==> src/rtl/hazard_stall_ctrl.sv <==
// hazard_stall_ctrl: load-use / branch-operand stall, IF/ID flush and stall-cycle counter
module hazard_stall_ctrl #(
    parameter int REG_AW   = 5,
    parameter int LOAD_LAT = 1,
    parameter int PERF_W   = 16
) (
    input  logic              clk,
    input  logic              rst,
    input  logic              ex_mem_read,
    input  logic              ex_reg_write,
    input  logic [REG_AW-1:0] ex_rd,
    input  logic [REG_AW-1:0] id_rs,
    input  logic [REG_AW-1:0] id_rt,
    input  logic              id_uses_rt,
    input  logic              id_branch,
    input  logic              branch_taken,
    output logic              hold,
    output logic              Repeat,
    output logic              nop,
    output logic              flush,
    output logic              stall_busy,
    output logic [PERF_W-1:0] stall_cycles
);
    localparam int CW = $clog2(LOAD_LAT + 2);
    typedef enum logic {IDLE, STALL} state_t;
    state_t state, state_nxt;
    logic [CW-1:0] cnt, cnt_nxt, n;
    logic match, stall;
    always_ff @(posedge clk) begin
        if (rst) begin
            state <= IDLE;
            cnt <= '0;
            stall_cycles <= '0;
        end else begin
            state <= state_nxt;
            cnt <= cnt_nxt;
            if (stall && !(&stall_cycles)) stall_cycles <= stall_cycles + PERF_W'(1);
        end
    end
    // qualifiers are tested first so X on unqualified register fields cannot leak out
    always_comb begin
        match = ex_rd != '0 && (ex_rd == id_rs || (id_uses_rt && ex_rd == id_rt));
        n = (ex_mem_read && match) ? (id_branch ? CW'(LOAD_LAT + 1) : CW'(LOAD_LAT)) :
            (id_branch && ex_reg_write && match) ? CW'(1) : CW'(0);
        state_nxt = state;
        cnt_nxt = cnt;
        if (state == IDLE) begin
            state_nxt = n > CW'(1) ? STALL : IDLE;
            cnt_nxt = n > CW'(1) ? n - CW'(1) : cnt;
        end else begin
            state_nxt = cnt == CW'(1) ? IDLE : STALL;
            cnt_nxt = cnt - CW'(1);
        end
    end
    always_comb begin
        stall = !rst && (state == STALL || n != '0);
        hold = stall;
        Repeat = stall;
        nop = stall;
        stall_busy = !rst && state == STALL;
        flush = branch_taken && !stall && !rst;
    end
endmodule
==> config.mk <==
export PLATFORM = sky130hd
export DESIGN_NAME = hazard_stall_ctrl
export DESIGN_NICKNAME = d
export VERILOG_FILES = /design/src/rtl/hazard_stall_ctrl.sv
export SDC_FILE = /design/constraint.sdc
export NUM_CORES = 1
export LEC_CHECK = 0
export CAP_MARGIN = 20
export CORE_UTILIZATION = 47
export CTS_CLUSTER_SIZE = 25
export DETAILED_ROUTE_END_ITERATION = 8
export PLACE_DENSITY = 0.91
export SETUP_SLACK_MARGIN = 0.02
export SYNTH_ARGS = -nofsm -noshare
export SYNTH_HDL_FRONTEND = slang
export SYNTH_SLANG_ARGS = --single-unit
export TNS_END_PERCENT = 10
==> constraint.sdc <==
create_clock -name clk -period 7.12 [get_ports clk]
set_input_delay 1.424 -clock clk [delete_from_list [all_inputs] [get_ports clk]]
set_output_delay 1.424 -clock clk [all_outputs]
set_load 0.02 [all_outputs]
# Word level (Yosys, flattened, before mapping)

Index checks and enable logic that the tools add are counted.

Add/sub/neg operators: 3
Multiply operators: 0
Div/mod/pow operators: 0
Order comparisons: 1
Equal/unequal tests: 3
Shifts and indexed selects: 0
Mux-type cells: 8
Bitwise operators: 0
Reductions and logical operators: 19

Operators by type and width:

| kind                    | number |
|---|---|
| $add A16 B1 Y16 const B | 1 |
| $reduce_and A16 Y1      | 1 |
| $eq A5 B5 Y1            | 2 |
| $logic_and A1 B1 Y1     | 10 |
| $mux W2                 | 4 |
| $reduce_bool A5 Y1      | 1 |
| $mux W1                 | 4 |
| $reduce_bool A2 Y1      | 2 |
| $sub A2 B1 Y2 const B   | 2 |
| $logic_not A1 Y1        | 3 |
| $eq A2 B1 Y1 const B    | 1 |
| $gt A2 B1 Y1 const B    | 1 |
| $logic_or A1 B1 Y1      | 2 |

Bits in registers: 19
Latch bits: 0
Bits in writable memories: 0
Bits in read-only memories: 0
Input port bits: 22
Output and inout bits: 21
Word-level logic and storage cells: 37
Memories: 0

# Depth between registers and ports, before layout

Gate-level depths: netlist of the first run.

Word-level depth: 13
Mapped depth: 11

# Least setup slack after synthesis of the first run

Ideal clock, no wire load.

Path kind: input-to-output
Start: input port ex_rd[4]
End: output port hold
Arrival time: 3280 ps
Data required time: 5696 ps
Path slack: 2416 ps
Cell stages on the path: 9
Buffers on the path: 1
Path through: xnor2_1 -> nand3_1 -> o32ai_2 -> and4_4 -> inv_2 -> ha_1 -> nor2b_1 -> nor2_1 -> buf_4

Word-level cells in the longest chain between the ends: 10

RTL lines:

| what                  | RTL line | text |
|---|---|---|
| from (decl)           | 11       | `input logic [REG_AW-1:0] ex_rd,` |
| $eq A5 B5 Y1          | 42       | `match = ex_rd != '0 && (ex_rd == id_rs \|\| (id_uses_rt && ex_rd == id_rt));` |
| $logic_and A1 B1 Y1   | 42       |  |
| $logic_or A1 B1 Y1    | 42       |  |
| $logic_and A1 B1 Y1 * | 42       |  |
| $logic_and A1 B1 Y1   | 44       | `(id_branch && ex_reg_write && match) ? CW'(1) : CW'(0);` |
| $mux W1               | 44       |  |
| $mux W2 *             | 43       | `n = (ex_mem_read && match) ? (id_branch ? CW'(LOAD_LAT + 1) : CW'(LOAD_LAT)) :` |
| $reduce_bool A2 Y1 *  | 56       | `stall = !rst && (state == STALL \|\| n != '0);` |
| $logic_or A1 B1 Y1 *  | 56       |  |
| $logic_and A1 B1 Y1 * | 56       |  |
| to (decl)             | 17       | `output logic hold,` |

Every way passes the cells marked *; elsewhere a longest branch is shown, timed or not.

# Final worst setup path of the first run

Start: input port ex_rd[4]
End: output port nop

Word-level cells in the longest chain between the ends: 10

RTL lines:

| what                  | RTL line | text |
|---|---|---|
| $eq A5 B5 Y1          | 42       |  |
| $logic_and A1 B1 Y1   | 42       |  |
| $logic_or A1 B1 Y1    | 42       |  |
| $logic_and A1 B1 Y1 * | 42       |  |
| $logic_and A1 B1 Y1   | 44       |  |
| $mux W1               | 44       |  |
| $mux W2 *             | 43       |  |
| $reduce_bool A2 Y1 *  | 56       |  |
| $logic_or A1 B1 Y1 *  | 56       |  |
| $logic_and A1 B1 Y1 * | 56       |  |
| to (decl)             | 19       | `output logic nop,` |

Marks and branches as above.

==> reports/metrics.cfg, run 1 <==
[timing]
setup_viol = 0
fmax_ghz = 0.177
slew_viol_final = 0
finalHoldViolCount = 0
hold_ws_ns = 0.529
rsz0062_at_grt = false
fin_crit_ns = 5.65
timing.final.crit_share_pct = 79.3
worst_pin_slew_ns = 0.969
fin_skew_ns = 0.00909
tns_ns = 0
fin_ws_ns = 1.47
maxSlewHeadroom_pct = 35.2

[cts]
insertion_delay_ns = 0.31
cts_sinks = 19
post-cts-setup-buffers = 0
cts-root-buf = clkbuf_4
path_clk_slew_ns = 0.10
cts_buffers = 3
cts_buffer_depth = 2
tritoncts = done
cts_resized = 0
h-tree-depth = 1
ctsHoldBuffers = 0

[drt]
detail-route-antenna-nets = 0
drc = 0
drt-total-wl_mm = 2.70
drt-wirelength-per-cell_um = 13.6
vias = 1088
first_pass_iters = 3
via_per_inst = 5.49
drt_iter0_drc = 10

[synth]
synth_most_common_cell = dfxtp_1
synth_area_leaders = dfxtp_1 (33%), xor2_1 (11%), xnor2_1 (6.0%)
synth_nets = 155
synthFlopType = dfxtp_1
synth_top_area_share_pct = 32.7
synth_edf_count = 0
synth_cell_types = 41
postSynthCellCount = 130
synth_top_area_cell = dfxtp_1
ys_warn_count = 0
yosysSeqAreaShare_pct = 32.7
synth_area_mm2 = 0.00116
syn_area_per_cell_um2 = 8.95
synthArstFlopShare_pct = 0
ys_top_cells_by_count = dfxtp_1 (19), nor2_1 (16), xor2_1 (15)
ys_ff_latch = 19

[worst_setup_path]
cp.arrival_ns = 4.22
r2r_cells = 6
crit_required_ns = 5.70
cp-start-kind = input pin
worstSetupPathType = in2out
crit_fanout = 5
startpoint = ex_rd[4]
rr_startpoint = stall_cycles[0]$_SDFFE_PP0P_
worstSetupEndpoint = nop
regToRegSetupSlack_ns = 5.28
cp-end-kind = primary output
r2r-end = stall_cycles[6]$_SDFFE_PP0P_

[global_routing]
antenna_found_initial = 0
grt_pass1_wl_mm = 4.75
grt_pass1_vias = 1115
grt_max_degree = 28
grtUsageTotal_pct = 23.9
grt-ovfl-total = 0

[power_and_ir_drop]
irDropWorstVdd_mv = 0.101
leakagePower_nw = 0.567
power_density_mw_per_mm2 = 123
power_mw = 0.198

[run]
maxCapViolCount = 0

[cells_and_area]
syn2layout_area_growth_pct = 38.8
stdcell_area_mm2 = 0.00162
regArea_um2 = 380
layout.nets = 196
utilization_pct = 71.0
final_cell_count_no_fill = 198
num-fill-cells = 179
num_antenna_cells = 0
multiInputGateArea_um2 = 737
drive_gt1_share_pct = 9.41

[floorplanning]
rows = 17
dieArea_mm2 = 0.00268
dieHeight_um = 51.8
io_pins = 43
core_mm2 = 0.00228
die_w_um = 51.8
start_util_pct = 51.1

[hold_path]
hold_path_class = reg2reg
worstHoldStart = stall_cycles[3]$_SDFFE_PP0P_

[placed_design]
portBuffers = 42
place_area_mm2 = 0.00159
routabilityCongestion = 0.853
dpl.hpwl_mm = 2.14
place_ws_ns = 1.48
placedCellCount = 194

[run_status]
status = finished, final reports clean

## sequential cells by signal, summed over array words and instances (netlist names)
register,cells
cnt,2
stall_cycles,16
state,1
## placed cells by master (no fill, tap or decap), types with 2 or more instances in the layout
master and instances:
a21oi_1 2, nor2b_1 3, nand4_1 5, clkdlybuf4s50_1 42
dfxtp_1 19, clkbuf_4 3, inv_1 3, o21ai_0 2
nand2_1 7, o211ai_1 3, ha_1 3, nor3_1 3
mux2i_1 2, xor2_1 15, nand3_1 7, nor2_1 16
and3_1 4, xnor2_1 8
## worst min-delay path by stage
stage / cells past startpoint / slack [ns] / end
finish: 1 / 0.53 / stall_cycles[3]$_SDFFE_PP0P_
global route: 1 / 0.57 / stall_cycles[8]$_SDFFE_PP0P_
CTS: 1 / 0.53 / stall_cycles[3]$_SDFFE_PP0P_
detailed placement: 1 / 0.51 / stall_cycles[3]$_SDFFE_PP0P_
global placement: 1 / 0.49 / stall_cycles[8]$_SDFFE_PP0P_
floorplan: 1 / 0.49 / cnt[0]$_SDFFE_PP0P_
## logic make-up (layout without fill, tap and decap cells)
family / count (synthesis) / in the layout / synth area share [%]
AND/OR/NAND/NOR: 55 / 55 / 26.1
XOR/XNOR: 23 / 23 / 17.3
flip-flops: 19 / 19 / 32.7
AO/OA/AOI/OAI: 18 / 18 / 14.9
buffers and inverters: 10 / 50 / 3.98
adder cells (fa/ha/maj): 3 / 3 / 3.23
multiplexers: 2 / 2 / 1.72
## routing by layer
layer  vias up  routed length, um  share of wire, %  track usage, %
li1        541                  -                 -               -
met1       522               1160                43            26.2
met2        20               1400                52            42.6
met3         5                 86               3.2            7.31
met4         0                 46               1.7            9.01
met5         -                  0                 0               0
## power breakdown
group | switching, mW | leakage [nW] | internal (mW) | total, mW
clock network | 0.0348 | 0.0177 | 0.0210 | 0.0558
registers | 0.000917 | 0.153 | 0.107 | 0.108
logic | 0.0142 | 0.396 | 0.0197 | 0.0339
## critical path: stages
cell	delay [ns]
clkdlybuf4s50_1	0.55
xnor2_1	0.14
nand3_1	0.10
o32ai_2	0.33
and4_4	0.29
inv_2	0.05
ha_1	0.18
nor2b_1	0.17
nor2_1	0.31
clkdlybuf4s50_1	0.68
## cell type report
| type | instances | area share, % |
|---|---|---|
| tap | 28 | 2.17 |
| multi-input combinational | 101 | 45.6 |
| clock buffer | 3 | 1.39 |
| timing repair buffer | 42 | 26.0 |
| sequential | 19 | 23.5 |
| inverter | 4 | 0.930 |
| clock inverter | 1 | 0.310 |
Note: power is estimated with default switching activity, not from simulation.
==> run 2: changes to the inputs <==
--- a/config.mk
+++ b/config.mk
@@ -6,10 +6,10 @@
 export NUM_CORES = 1
 export LEC_CHECK = 0
 export CAP_MARGIN = 20
-export CORE_UTILIZATION = 47
+export CORE_UTILIZATION = 39
 export CTS_CLUSTER_SIZE = 25
 export DETAILED_ROUTE_END_ITERATION = 8
-export PLACE_DENSITY = 0.91
+export PLACE_DENSITY = 0.82
 export SETUP_SLACK_MARGIN = 0.02
 export SYNTH_ARGS = -nofsm -noshare
 export SYNTH_HDL_FRONTEND = slang
==> constraint.sdc (replaced) <==
create_clock -name clk -period 4.65 [get_ports clk]
set_input_delay 0.93 -clock clk [delete_from_list [all_inputs] [get_ports clk]]
set_output_delay 0.93 -clock clk [all_outputs]
set_load 0.02 [all_outputs]
==> run 2 against run 1 <==
  * Clock skew rose by 0.0051 ns
  * Die area grew 20%
  * Non-clock buffer count increased by 1
  * Clock-buffer cell count did not move
  * First-iteration DRC count increased by 100%
  * Clock power up 52%
  * Register-to-register slack got worse by 2.5 ns
  * Hold slack worse by 0.0039 ns
  * Final cell count rose by 2.0%
  * Power grew 53%
  * Global-route usage is 6.4 points lower
  * Largest power group unchanged
  * Highest routed layer unchanged
==> reports/metrics.cfg, run 2 (synthesis gave the netlist of run 1 again) <==
[drt]
first_pass_iters = 4
drc = 0
vias = 1085
drt-wirelength-per-cell_um = 13.3
via_per_inst = 5.37
drt_iter0_drc = 20
detail-route-antenna-nets = 0
drt-total-wl_mm = 2.68

[worst_setup_path]
rr_startpoint = stall_cycles[0]$_SDFFE_PP0P_
r2r_cells = 6
cp-start-kind = input pin
crit_fanout = 3
cp-end-kind = primary output
worstSetupPathType = in2out
cp.arrival_ns = 3.26
startpoint = ex_rd[4]
crit_required_ns = 3.72

[cts]
path_clk_slew_ns = 0.12
insertion_delay_ns = 0.31
ctsHoldBuffers = 0
cts-root-buf = clkbuf_4
tritoncts = done
h-tree-depth = 1
cts_buffer_depth = 2
cts_buffers = 3
post-cts-setup-buffers = 0
cts_sinks = 19

[timing]
finalHoldViolCount = 0
timing.final.crit_share_pct = 90.1
hold_ws_ns = 0.526
rsz0062_at_grt = false
fin_skew_ns = 0.0142
maxSlewHeadroom_pct = 64.1
setup_viol = 0
fmax_ghz = 0.239
fin_crit_ns = 4.19
fin_ws_ns = 0.462
slew_viol_final = 0
tns_ns = 0
worst_pin_slew_ns = 0.536

[power_and_ir_drop]
p_seq_share_pct = 54.6
sw_frac_of_total_pct = 25.2
power_density_mw_per_mm2 = 186
leakagePower_nw = 0.626
switchingPower_mw = 0.0766
irDropWorstVdd_mv = 0.225
intPower_mw = 0.227
power_frac_comb_pct = 17.5
p_clk_share_pct = 28.0

[cells_and_area]
num_antenna_cells = 0
drive_gt1_share_pct = 10.5
reg.largest.list = stall_cycles: 16 flops, cnt: 2 flops, state: 1 flops
regMostFlops = stall_cycles
num-fill-cells = 229
mostFrequentLayoutCell = clkdlybuf4s50_1
layout_common_cells = clkdlybuf4s50_1 (39), dfxtp_1 (19), nor2_1 (15), xor2_1 (15), xnor2_1 (8)
syn2layout_area_growth_pct = 40.6
layout.nets = 197
largest_register_ffs = 16

[floorplanning]
core_mm2 = 0.00278
dieArea_mm2 = 0.00321
start_util_pct = 41.8
dieHeight_um = 56.6
io_pins = 43
rows = 19
die_w_um = 56.6

[hold_path]
worstHoldStart = stall_cycles[3]$_SDFFE_PP0P_
hold_path_class = reg2reg
whs_path_depth = 1

[global_routing]
grtUsageTotal_pct = 17.4
grt-ovfl-total = 0
grt_pass1_vias = 1061
grt_pass1_wl_mm = 4.47
antenna_found_initial = 0
grt_max_degree = 15

[placed_design]
portBuffers = 42
place_ws_ns = 0.0114
dpl.hpwl_mm = 2.20
routabilityCongestion = 0.908

[run]
maxCapViolCount = 0

[run_status]
status = finished, final reports clean

[run 2: layer usage]
layer	GRT usage (%)	up-vias	wire length (um)
met3	5.07	4	91
met5	0	-	0
met4	4.18	0	25
li1	-	543	-
met2	32.1	24	1410
met1	19.5	514	1150
[run 2: worst max-delay path, cell delays in order]
cell and delay, ns:
clkdlybuf4s50_1 0.54, xnor2_1 0.14, nand3_1 0.11, o32ai_2 0.33, and4_4 0.29, inv_2 0.05, ha_1 0.18, nand2_1 0.07
nor3_1 0.04, clkdlybuf4s50_1 0.57
[run 2: cell type report]
type	count	area (um2)	area share, %
multi-input combinational	101	739	45.2
timing repair buffer	43	435	26.6
sequential	19	380	23.2
tap	31	38.8	2.37
clock buffer	3	22.5	1.38
inverter	4	15.0	0.917
clock inverter	1	5.00	0.306
[run 2: path summary, 6_finish.rpt]
kind                                        to  slack [ns]
setup / recovery                         flush        0.46
hold / removal    stall_cycles[3]$_SDFFE_PP0P_        0.53
setup reg to reg  stall_cycles[8]$_SDFFE_PP0P_        2.75
hold reg to reg   stall_cycles[3]$_SDFFE_PP0P_        0.53
[run 2: power by group through the flow]
stage / Clock (mW) / Combinational [mW] / Sequential [mW]
2_1_floorplan: 0 / 0.0255 / 0.169
3_3_place_gp: 0 / 0.0514 / 0.170
3_5_place_dp: 0 / 0.0529 / 0.170
4_1_cts: 0.0862 / 0.0535 / 0.166
5_1_grt: 0.0942 / 0.0568 / 0.166
6_report: 0.0850 / 0.0531 / 0.166
[run 2: repair_timing]
| action | 4_1_cts | 5_1_grt |
|---|---|---|
| endpoints found under the hold margin | 0 | 0 |
| endpoints found under the setup margin | 3 | 3 |
| resized for setup | 1 | 3 |
| cloned | 0 | 0 |
[run 2: stage by stage]
step | cells | total power, mW | util (%) | cell area, um2
floorplan | 130 | 0.195 | - | 1160
global placement | 198 | 0.221 | 57.5 | 1600
detailed placement | 198 | 0.223 | 57.5 | 1600
CTS | 202 | 0.306 | 58.6 | 1630
global route | 202 | 0.317 | 58.8 | 1640
finish | 202 | 0.304 | 58.8 | 1640
